[src/rtl/dadda_pkg.sv]
// Shared definitions for the Dadda product accumulator datapath:
// FSM state encoding and default widths of the product/accumulator path.
package dadda_pkg;

    // Default product width: 2*WIDTH of the upstream 8x8 dadda_mult.
    localparam int PROD_W_DEF = 16;
    // Default accumulator width; must be >= PROD_W.
    localparam int ACC_W_DEF  = 20;
    // Default width of the frame-length input.
    localparam int LEN_W_DEF  = 8;

    // Frame FSM: waiting for a frame, summing beats, holding a result.
    typedef enum logic [1:0] {
        IDLE  = 2'd0,
        ACCUM = 2'd1,
        DONE  = 2'd2
    } state_t;

endpackage

[src/rtl/dadda_acc_add.sv]
// Combinational accumulator adder: acc + zero-extended product, with the
// carry out of the top bit exposed so the caller can keep a sticky overflow.
module dadda_acc_add
    import dadda_pkg::*;
#(
    parameter int ACC_W  = ACC_W_DEF,
    parameter int PROD_W = PROD_W_DEF
) (
    input  logic [ACC_W-1:0]  a,
    input  logic [PROD_W-1:0] b,
    output logic [ACC_W-1:0]  sum,
    output logic              carry
);

    logic [ACC_W:0] wide;

    // One extra bit of headroom captures the carry out of ACC_W.
    assign wide         = {1'b0, a} + (ACC_W + 1)'(b);
    assign {carry, sum} = wide;

endmodule

[src/rtl/dadda_product_accumulator.sv]
// Sums a frame of LEN unsigned products into one accumulator and presents the
// frame sum plus a sticky overflow flag on a valid/ready output port.
//
// Handshakes: a transfer happens on a rising edge where valid and ready are
// both 1. Input side: in_ready is 1 only in ACCUM and depends on state alone.
// Output side: out_valid is 1 only in DONE and depends on state alone;
// out_sum/out_ovf stay stable until out_ready. Neither ready nor valid is a
// combinational function of the opposite side's signal.
module dadda_product_accumulator
    import dadda_pkg::*;
#(
    parameter int PROD_W = PROD_W_DEF,
    parameter int ACC_W  = ACC_W_DEF,
    parameter int LEN_W  = LEN_W_DEF
) (
    input  logic              clk,
    input  logic              rst_n,
    input  logic              start,
    input  logic [LEN_W-1:0]  len,
    input  logic              abort,
    input  logic              in_valid,
    output logic              in_ready,
    input  logic [PROD_W-1:0] in_prod,
    output logic              out_valid,
    input  logic              out_ready,
    output logic [ACC_W-1:0]  out_sum,
    output logic              out_ovf,
    output logic              busy
);

    localparam logic [LEN_W-1:0] ONE = LEN_W'(1);

    state_t            state;
    state_t            next_state;
    logic [ACC_W-1:0]  acc;
    logic [LEN_W-1:0]  count;
    logic [LEN_W-1:0]  len_q;
    logic              ovf;
    logic [ACC_W-1:0]  add_sum;
    logic              add_carry;
    logic              beat;
    logic              last_beat;
    logic              take_frame;

    // A beat is consumed whenever ACCUM sees in_valid (in_ready is 1 there).
    assign beat       = (state == ACCUM) && in_valid;
    assign last_beat  = beat && (count == len_q - ONE);
    // A new frame may start from IDLE, or from DONE in the cycle the result leaves.
    assign take_frame = start && ((state == IDLE) || ((state == DONE) && out_ready));

    dadda_acc_add #(
        .ACC_W  (ACC_W),
        .PROD_W (PROD_W)
    ) u_add (
        .a     (acc),
        .b     (in_prod),
        .sum   (add_sum),
        .carry (add_carry)
    );

    // State register.
    always_ff @(posedge clk or negedge rst_n) begin
        if (!rst_n) begin
            state <= IDLE;
        end else begin
            state <= next_state;
        end
    end

    // Next-state logic; abort overrides every other transition.
    always_comb begin
        next_state = state;
        case (state)
            IDLE: begin
                if (start) begin
                    next_state = (len == '0) ? DONE : ACCUM;
                end
            end
            ACCUM: begin
                if (last_beat) begin
                    next_state = DONE;
                end
            end
            DONE: begin
                if (out_ready) begin
                    if (start) begin
                        next_state = (len == '0) ? DONE : ACCUM;
                    end else begin
                        next_state = IDLE;
                    end
                end
            end
            default: next_state = IDLE;
        endcase
        if (abort) begin
            next_state = IDLE;
        end
    end

    // Handshake and status outputs decoded from state only.
    always_comb begin
        in_ready  = 1'b0;
        out_valid = 1'b0;
        busy      = 1'b1;
        case (state)
            IDLE:    busy      = 1'b0;
            ACCUM:   in_ready  = 1'b1;
            DONE:    out_valid = 1'b1;
            default: busy      = 1'b1;
        endcase
    end

    // Frame datapath: clear on abort or new frame, accumulate on each beat.
    always_ff @(posedge clk or negedge rst_n) begin
        if (!rst_n) begin
            acc   <= '0;
            count <= '0;
            len_q <= '0;
            ovf   <= 1'b0;
        end else if (abort) begin
            acc   <= '0;
            count <= '0;
            len_q <= '0;
            ovf   <= 1'b0;
        end else if (take_frame) begin
            acc   <= '0;
            count <= '0;
            len_q <= len;
            ovf   <= 1'b0;
        end else if (beat) begin
            acc   <= add_sum;
            count <= count + ONE;
            ovf   <= ovf | add_carry;
        end
    end

    assign out_sum = acc;
    assign out_ovf = ovf;

endmodule

[config.mk]
export PLATFORM = sky130hd
export DESIGN_NAME = dadda_product_accumulator
export DESIGN_NICKNAME = d
export VERILOG_FILES = /design/src/rtl/dadda_pkg.sv /design/src/rtl/dadda_acc_add.sv /design/src/rtl/dadda_product_accumulator.sv
export SDC_FILE = /design/constraint.sdc
export NUM_CORES = 1
export LEC_CHECK = 0
export CAP_MARGIN = 20
export CORE_MARGIN = 8
export CORE_UTILIZATION = 44
export CTS_CLUSTER_DIAMETER = 100
export DETAILED_ROUTE_END_ITERATION = 16
export GPL_ROUTABILITY_DRIVEN = 0
export PLACE_DENSITY = 0.68
export SLEW_MARGIN = 20
export SYNTH_ARGS = -nofsm -noshare
export SYNTH_HDL_FRONTEND = slang
export SYNTH_SLANG_ARGS = --single-unit
[constraint.sdc]
create_clock -name clk -period 2.6 [get_ports clk]
set_input_delay 0.26 -clock clk [delete_from_list [all_inputs] [get_ports clk]]
set_output_delay 0.26 -clock clk [all_outputs]
set_load 0.02 [all_outputs]
==> results of run 1 <==
-- final cells by class --
cell class	instances	area, sq um	area share
Multi-Input combinational cell	253	1715	0.4800
Clock inverter	2	35.03	0.009804
Inverter	8	30.03	0.008403
Sequential cell	39	975.9	0.2731
Clock buffer	6	82.58	0.02311
Timing Repair Buffer	68	638.1	0.1786
Tap cell	77	96.34	0.02696
-- power groups by stage --
stage               clock network [W]  registers [W]  logic (W)
floorplan                           0       0.000668   0.000213
global placement                    0       0.000662   0.000364
detailed placement                  0       0.000662   0.000368
CTS                          0.000555       0.000650   0.000370
global route                 0.000569       0.000654   0.000410
finish                       0.000540       0.000650   0.000371
-- worst max-delay path: stages --
cell and delay, ns:
clkdlybuf4s50_1 0.46, ha_1 0.16, inv_1 0.05, fa_1 0.42
nor2b_4 0.16, o31ai_2 0.08, a31o_2 0.25, a32oi_4 0.22
a221oi_4 0.12, or4_1 0.41, nand3_1 0.08
-- flip-flops by register name, summed over array words and instances (netlist names) --
name	count
out_sum	20
count	8
len_q	8
state	2
out_ovf	1
-- stage by stage --
stage	total power, W	setup slack [ns]
floorplan	0.0008808	0.2094
global placement	0.001026	-0.05787
detailed placement	0.001030	-0.1452
CTS	0.001575	0.1304
global route	0.001632	0.05476
finish	0.001560	0.1667
-- routing by layer --
layer  wire length [um]  GRT usage  part of all wire
met1               3010     0.1942              0.44
met2               3321     0.2543              0.49
met3                371    0.03465             0.055
met4                 93    0.05202             0.014
met5                  0          0                 0
-- what timing repair did --
item | CTS | global route
setup endpoints to repair | 0 | 2
gates resized for setup | 0 | 2
setup buffers | 0 | 0
-- logic make-up (layout without fill, tap and decap cells) --
logic type / Yosys count / count (layout) / synth area share
adder cells (fa/ha/maj): 19 / 19 / 0.08881
multiplexers: 8 / 8 / 0.02900
flip-flops: 39 / 39 / 0.3534
AO/OA/AOI/OAI: 69 / 69 / 0.1740
buffers and inverters: 20 / 84 / 0.03126
XOR/XNOR: 25 / 25 / 0.07929
AND/OR/NAND/NOR: 132 / 132 / 0.2442
-- worst paths after layout --
path	endpoint	slack, ns	cells after the start
min in group clk	out_sum[11]$_DFFE_PN0P_	0.54	2
max reg2reg	out_sum[14]$_DFFE_PN0P_	0.20	10
min	out_sum[14]$_DFFE_PN0P_	0.1	1
max in group asynchronous	count[5]$_DFFE_PN0P_	1.93	1
min reg2reg	out_sum[11]$_DFFE_PN0P_	0.54	2
max	out_sum[14]$_DFFE_PN0P_	0.17	11
-- layout by cell type (no fill, tap or decap), drive strengths merged, types with 6 or more instances in the layout --
cell type / n
dfrtp: 39
nor2: 32
nand3: 17
nand4: 8
nor4: 7
clkdlybuf4s50: 52
a21oi: 30
clkbuf: 6
buf: 16
o21ai: 12
nand2: 30
inv: 8
ha: 18
xor2: 13
nor2b: 6
xnor2: 12
mux2i: 8
==> run_results.csv, run 1 <==
group,metric,value,unit
status,status,"complete, no violations",
timing,slew_viol_final,0,
clock_network,clockBufferDepth,2,
power_and_ir_drop,power_frac_seq,0.416,
worst_setup_path,critPathLaunch,"in_prod[0]",
worst_setup_path,path_class,"in -> reg",
timing,hold_violations,0,
timing,fin_tns_setup,0,ns
synthesis,yosysTopAreaCell,"dfrtp_1",
hold_path,holdCritPathClass,"in -> async",
synthesis,ys_seq_elements,39,
detailed_routing,first_pass_iters,4,
clock_network,cts_sinks,39,
power_and_ir_drop,p_sw_frac,0.2875,
synthesis,netlist.area_leader.share,0.3534,
die,fp.coreArea,6205,sq um
layout,n_fill_cell,563,
placement,placed_cell_area,3440,sq um
worst_setup_path,reg2reg_from,"out_sum[0]$_DFFE_PN0P_",
worst_setup_path,cp_max_fo,5,
clock_network,cts_tree,"done",
clock_network,ctsRootBufferMaster,"clkbuf_8",
timing,slew_headroom,0.3893,
synthesis,ys_top_cells_by_count,"39 x dfrtp_1, 32 x nor2_1, 30 x nand2_1",
detailed_routing,num_vias,2527,
synthesis,yosysSeqAreaShare,0.3534,
layout,area_growth,29.41,%
synthesis,syn_nets,361,
detailed_routing,wl,6798,um
timing,period_share,0.9359,
layout,diodes,0,
die,die_width,95.22,um
placement,place_inst,445,
detailed_routing,wl_per_cell,15.01,um
power_and_ir_drop,power.leakage,1.545,nW
layout,nets,424,
synthesis,synth_cell_types,52,
synthesis,synthFlopType,"dfrtp_1",
power_and_ir_drop,power_switching,0.0004484,W
detailed_routing,ant_nets,0,
timing,setup_viol,0,
synthesis,ys_async_sr_fraction,1.000,
timing,rsz0062_at_grt,"false",
power_and_ir_drop,combPwrFrac,0.238,
timing,min_period,2.433,ns
power_and_ir_drop,clkPwrFrac,0.346,
synthesis,synthCells,312,
worst_setup_path,endpoint_kind,"flip-flop",
clock_network,htree_levels,2,
timing,fin_hold_ws,0.09825,ns
global_route,antenna_found_initial,0,
job,maxCapViolCount,0,
detailed_routing,drt-initial-drc-count,83,
global_route,track_usage,0.1543,
clock_network,path_clk_slew,0.09,ns
power_and_ir_drop,ir_drop,0.2325,mV
worst_setup_path,critPathRequiredTime,2.84,ns
power_and_ir_drop,intPower,0.001112,W
clock_network,cts_hold_buf,0,
detailed_routing,viasPerCell,5.578,
die,core.rowCount,29,
global_route,grt_first_pass_wirelength,11510,um
layout,instances_no_fill,453,
timing,fin_worst_skew,0.01027,ns
synthesis,yosysMostFrequentCell,"dfrtp_1",
layout,final_layout_size_suffix_gt1_frac,0.1037,
synthesis,yosysWarnings,0,
die,dieArea,9067,sq um
synthesis,netlist_top_cells_area,"dfrtp_1 35%, ha_1 8.2%, a21oi_1 5.3%",
layout,final_area,3573,sq um
worst_setup_path,cp.arrival,2.67,ns
placement,dp_hpwl,5181,um
power_and_ir_drop,power_density,436.5,nW/um^2
clock_network,numCtsBuffers,5,
timing,fmax,0.4110,GHz
detailed_routing,drcViolationCount,0,
worst_setup_path,cp-start-kind,"primary input",
timing,tightest_slew,0.9160,ns
synthesis,synth.avg_cell_area,8.851,sq um
die,ioPinCount,54,
placement,io_buffer_count,53,
synthesis,synth_edf_count,0,
die,die_y,95.22,um
layout,fin_util,0.5759,
synthesis,synth_area,2761,sq um
global_route,globalRouteOverflowTotal,0,
global_route,grt_pass1_vias,2511,
die,start_util,0.4450,
clock_network,clk_latency,0.30,ns
global_route,grt_max_degree,40,
No activity file was read; power rests on OpenSTA's default activity.
==> inputs of run 2 (changes only) <==
- PLACE_DENSITY: 0.68 -> 0.7
- clock period: 2.6 -> 2.1 ns (I/O delays scaled with it)
==> run 2 against run 1 <==
The flow now finishes with violations (negative setup slack); largest power group unchanged; critical path type unchanged; sequential cell count unchanged; cell count increased by 7.7%; combinational power increased by 41%; critical path depth decreased by 1.
==> run_results.csv, run 2 (synthesis gave the netlist of run 1 again) <==
group,metric,value,unit
layout,area_growth,41.14,%
detailed_routing,first_pass_iters,4,
layout,final_common_cell,"clkdlybuf4s50_1",
worst_setup_path,path_class,"in -> reg",
timing,period_share,1.063,
timing,hold_violations,0,
timing,layout_setup_ws,-0.1332,ns
global_route,grt_max_degree,32,
die,ioPinCount,54,
die,start_util,0.4450,
detailed_routing,drt-initial-drc-count,59,
worst_setup_path,cp.arrival,2.47,ns
global_route,globalRouteOverflowTotal,0,
die,core.rowCount,29,
clock_network,cts_tree,"done",
die,die_width,95.22,um
worst_setup_path,reg2reg_from,"out_sum[0]$_DFFE_PN0P_",
power_and_ir_drop,power.leakage,1.695,nW
timing,rsz0062_at_grt,"true",
clock_network,ctsRootBufferMaster,"clkbuf_8",
timing,fin_worst_skew,0.008537,ns
global_route,grt_first_pass_wirelength,12600,um
placement,io_buffer_count,53,
power_and_ir_drop,power_density,482.0,nW/um^2
status,violations,"negative setup slack",
detailed_routing,viasPerCell,5.523,
worst_setup_path,endpoint_kind,"flip-flop",
timing,slew_headroom,0.6191,
timing,setup_viol,8,
job,maxCapViolCount,0,
layout,n_fill_cell,521,
power_and_ir_drop,ir_drop,0.2603,mV
die,die_y,95.22,um
layout,final_layout_size_suffix_gt1_frac,0.2068,
die,fp.coreArea,6205,sq um
timing,slew_viol_final,0,
clock_network,clk_latency,0.30,ns
global_route,antenna_found_initial,0,
status,status,"finished with violations",
clock_network,numCtsBuffers,5,
worst_setup_path,critPathRequiredTime,2.34,ns
layout,final_area,3897,sq um
timing,min_period,2.233,ns
die,dieArea,9067,sq um
layout,final_cell_mix,"51 x clkdlybuf4s50_1, 49 x buf_4, 37 x dfrtp_1",
detailed_routing,wl,7421,um
clock_network,path_clk_slew,0.09,ns
detailed_routing,drcViolationCount,0,
timing,fmax,0.4478,GHz
global_route,track_usage,0.1711,
worst_setup_path,cp_max_fo,2,
clock_network,cts_sinks,39,
clock_network,htree_levels,2,
timing,tightest_slew,0.5661,ns
detailed_routing,wl_per_cell,15.21,um
placement,placed_cell_area,3715,sq um
placement,pre_cts_ws,-0.4695,ns
detailed_routing,ant_nets,0,
layout,diodes,0,
clock_network,clockBufferDepth,2,
hold_path,holdCritPathClass,"in -> async",
placement,dp_hpwl,5563,um
layout,nets,459,
worst_setup_path,cp-start-kind,"primary input",
global_route,grt_pass1_vias,2739,
detailed_routing,num_vias,2695,
layout,largest_reg_flops,20,
worst_setup_path,critPathLaunch,"in_prod[1]",
[run 2: what timing repair did]
action	4_1_cts	5_1_grt
gates resized for setup	6	1
gates cloned	0	0
setup buffers	5	2
hold buffers	1	0
pin swaps	8	0
endpoints found under the hold margin	8	0
endpoints found under the setup margin	8	12
[run 2: worst paths after layout]
kind                                           end  slack, ns  cells past startpoint
hold / removal              out_sum[8]$_DFFE_PN0P_       0.29                      2
hold reg to reg            out_sum[15]$_DFFE_PN0P_       0.55                      2
max in group asynchronous     count[1]$_DFFE_PN0P_       1.13                      3
setup / recovery           out_sum[14]$_DFFE_PN0P_      -0.13                     10
setup reg to reg           out_sum[14]$_DFFE_PN0P_      -0.13                     10
min in group clk            out_sum[0]$_DFFE_PN0P_       0.48                      4
[run 2: critical path, cell delays in order]
cell	delay (ns)
clkdlybuf4s50_1	0.50
inv_1	0.08
fa_2	0.41
nor2b_4	0.16
o31ai_4	0.07
a31o_4	0.23
a32oi_4	0.23
a221oi_2	0.09
or4_1	0.40
nand3_1	0.07
[run 2: area by class of cell]
| cell class | count | area, sq um | share of cell area |
|---|---|---|---|
| clock buffers | 5 | 68.82 | 0.01766 |
| clock inverters | 3 | 23.77 | 0.006100 |
| inverters | 8 | 30.03 | 0.007705 |
| multi-input cells | 253 | 1798 | 0.4613 |
| flip-flops and latches | 39 | 978.4 | 0.2510 |
| well taps | 77 | 96.34 | 0.02472 |
| repair buffers | 103 | 902.1 | 0.2315 |
[run 2: per-layer routing]
metal,global-route usage,part of all wire
met5,0,0
met2,0.2952,0.50
met1,0.2124,0.44
met3,0.03071,0.049
met4,0.04941,0.0085
[run 2: power breakdown]
part,total [W],internal (W),switching [W]
clock,0.000548,0.000238,0.000310
combinational,0.000524,0.000262,0.000262
sequential,0.000807,0.000776,0.0000308
[run 2: through the flow]
step | util | std cells | hold WS [ns] | power (W) | setup TNS (ns)
global placement | 0.5987 | 472 | 0.07811 | 0.001322 | -3.467
global route | 0.6282 | 488 | 0.3100 | 0.001975 | -1.601
detailed placement | 0.5987 | 472 | 0.09082 | 0.001334 | -4.155
finish | 0.6282 | 488 | 0.2907 | 0.001879 | -0.4047
floorplan | - | 312 | -0.08559 | 0.001101 | -0.1663
CTS | 0.6251 | 486 | 0.3051 | 0.001893 | -0.3728
==> inputs of run 3 (changes only) <==
- CORE_ASPECT_RATIO: default -> 0.5
==> run 3 against run 2 <==
The flow still finishes with violations (negative setup slack); critical path depth increased by 1; sequential cell count unchanged; highest routed layer unchanged; critical path type is now reg -> reg; power increased by 19%; cell area increased by 3.5%.
==> run_results.csv, run 3 (synthesis gave the netlist of run 1 again) <==
group,metric,value,unit
worst_setup_path,r2r_end,"out_sum[16]$_DFFE_PN0P_",
clock_network,cts_sinks,39,
worst_setup_path,cp-start-kind,"flip-flop",
worst_setup_path,critPathRequiredTime,2.27,ns
global_route,track_usage,0.1638,
clock_network,ctsRootBufferMaster,"clkbuf_16",
die,fp.coreArea,6056,sq um
timing,rsz0062_at_grt,"true",
power_and_ir_drop,power.leakage,1.745,nW
global_route,grt_first_pass_wirelength,12240,um
clock_network,htree_levels,2,
die,core.rowCount,20,
layout,final_area,4035,sq um
placement,io_buffer_count,53,
detailed_routing,num_vias,2689,
timing,hold_violations,0,
global_route,grt_pass1_vias,2644,
timing,layout_setup_ws,-0.1536,ns
worst_setup_path,critPathMaxStageDelay,0.43,ns
timing,min_period,2.254,ns
power_and_ir_drop,power_density,552.6,nW/um^2
job,maxCapViolCount,0,
detailed_routing,drcViolationCount,0,
placement,dp_hpwl,5650,um
status,violations,"negative setup slack",
layout,final_layout_size_suffix_gt1_frac,0.2306,
layout,final_cell_mix,"50 x clkdlybuf4s50_1, 50 x buf_4, 37 x dfrtp_1",
die,dieArea,9220,sq um
timing,fin_worst_skew,0.005052,ns
timing,slew_headroom,0.6162,
worst_setup_path,endpoint_kind,"flip-flop",
detailed_routing,ant_nets,0,
clock_network,clk_latency,0.29,ns
layout,diodes,0,
detailed_routing,drt-initial-drc-count,161,
detailed_routing,viasPerCell,5.378,
detailed_routing,wl,7565,um
hold_path,holdCritPathClass,"in -> async",
layout,n_fill_cell,511,
timing,setup_viol,7,
status,status,"finished with violations",
layout,largest_reg_flops,20,
timing,fmax,0.4437,GHz
worst_setup_path,cp_common_cell,"nand3_1",
timing,tightest_slew,0.5757,ns
timing,slew_viol_final,0,
worst_setup_path,path_class,"reg -> reg",
global_route,grt_max_degree,25,
placement,placed_cell_area,3751,sq um
timing,period_share,1.073,
worst_setup_path,cp_max_fo,2,
detailed_routing,wl_per_cell,15.13,um
clock_network,cts_tree,"done",
worst_setup_path,reg2regPathDepth,11,
worst_setup_path,cp.arrival,2.42,ns
layout,nets,460,
worst_setup_path,slowest_stage,"dfrtp_2",
worst_setup_path,reg2reg_from,"out_sum[0]$_DFFE_PN0P_",
layout,area_growth,46.13,%
die,die_y,72.02,um
die,ioPinCount,54,
die,start_util,0.4560,
detailed_routing,first_pass_iters,4,
worst_setup_path,crit_chain,"ha_4 > inv_2 > fa_2 > nor2b_4 > o31ai_4 > a31o_4 > a32oi_4 > buf_4 > a221o_2 > nand3_1 > nand3_1",
worst_setup_path,r2r_setup_slack,-0.15,ns
power_and_ir_drop,ir_drop,0.2946,mV
global_route,antenna_found_initial,0,
timing,fin_hold_ws,0.4445,ns
global_route,globalRouteOverflowTotal,0,
clock_network,numCtsBuffers,5,
clock_network,path_clk_slew,0.06,ns
clock_network,clockBufferDepth,2,
die,die_width,128.0,um
run 3: repair_timing:
action / in CTS / in global routing
hold buffers: 1 / 0
setup buffers: 3 / 2
hold endpoints to repair: 22 / 0
pin swaps: 7 / 9
setup endpoints to repair: 10 / 14
resized for setup: 8 / 11
run 3: metrics by stage:
| stage | cells | util | power [W] | setup WS, ns | setup TNS [ns] |
|---|---|---|---|---|---|
| after global placement | 486 | 0.6194 | 0.001322 | -0.4131 | -4.038 |
| final | 500 | 0.6663 | 0.002230 | -0.1536 | -0.6535 |
| after CTS | 498 | 0.6574 | 0.002241 | -0.1607 | -0.5704 |
| after global routing | 500 | 0.6663 | 0.002337 | -0.2215 | -1.536 |
| after floorplan | 312 | - | 0.001101 | -0.1337 | -0.1663 |
| after detailed placement | 486 | 0.6194 | 0.001339 | -0.4609 | -4.798 |
run 3: area by class of cell:
cell class              instances  area (sq um)  share of cell area
inverters                       8         30.03            0.007442
flip-flops and latches         39         978.4              0.2425
multi-input cells             253          1839              0.4558
well taps                      88         110.1             0.02729
clock buffers                   5         125.1             0.03101
clock inverters                 3         43.79             0.01085
repair buffers                104         908.4              0.2251
run 3: how the worst max path moves through the flow:
stage / start / endpoint / slack (ns) / cells past startpoint
floorplan: out_sum[0]$_DFFE_PN0P_ / out_sum[14]$_DFFE_PN0P_ / -0.13 / 10
detailed placement: in_prod[0] / out_sum[14]$_DFFE_PN0P_ / -0.46 / 11
CTS: out_sum[0]$_DFFE_PN0P_ / out_sum[14]$_DFFE_PN0P_ / -0.16 / 10
finish: out_sum[0]$_DFFE_PN0P_ / out_sum[16]$_DFFE_PN0P_ / -0.15 / 11
global route: out_sum[0]$_DFFE_PN0P_ / out_sum[16]$_DFFE_PN0P_ / -0.22 / 11
global placement: in_prod[0] / out_sum[16]$_DFFE_PN0P_ / -0.41 / 12
run 3: where the power goes:
group | total (W) | internal (W) | leakage (nW) | switching, W
clock | 0.000885 | 0.000561 | 0.0838 | 0.000324
combinational | 0.000539 | 0.000265 | 1.13 | 0.000274
sequential | 0.000806 | 0.000777 | 0.534 | 0.0000290
total | 0.00223 | 0.00160 | 1.75 | 0.000627
run 3: routing by layer:
metal	vias to the layer above	global-route usage	share of wire
met2	73	0.2817	0.48
met3	9	0.03947	0.062
met4	0	0.06266	0.014
met5	-	0	0
met1	1281	0.1957	0.44
li1	1326	-	-
run 3: critical path: cells and delay by family, from the launching register on:
family / cells / cell delay (ns)
adders and majority gates: 2 / 0.39
DFF: 1 / 0.43
and+or+nand+nor: 3 / 0.23
AOI/OAI and AO/OA: 4 / 0.90
buffers and inverters: 2 / 0.21
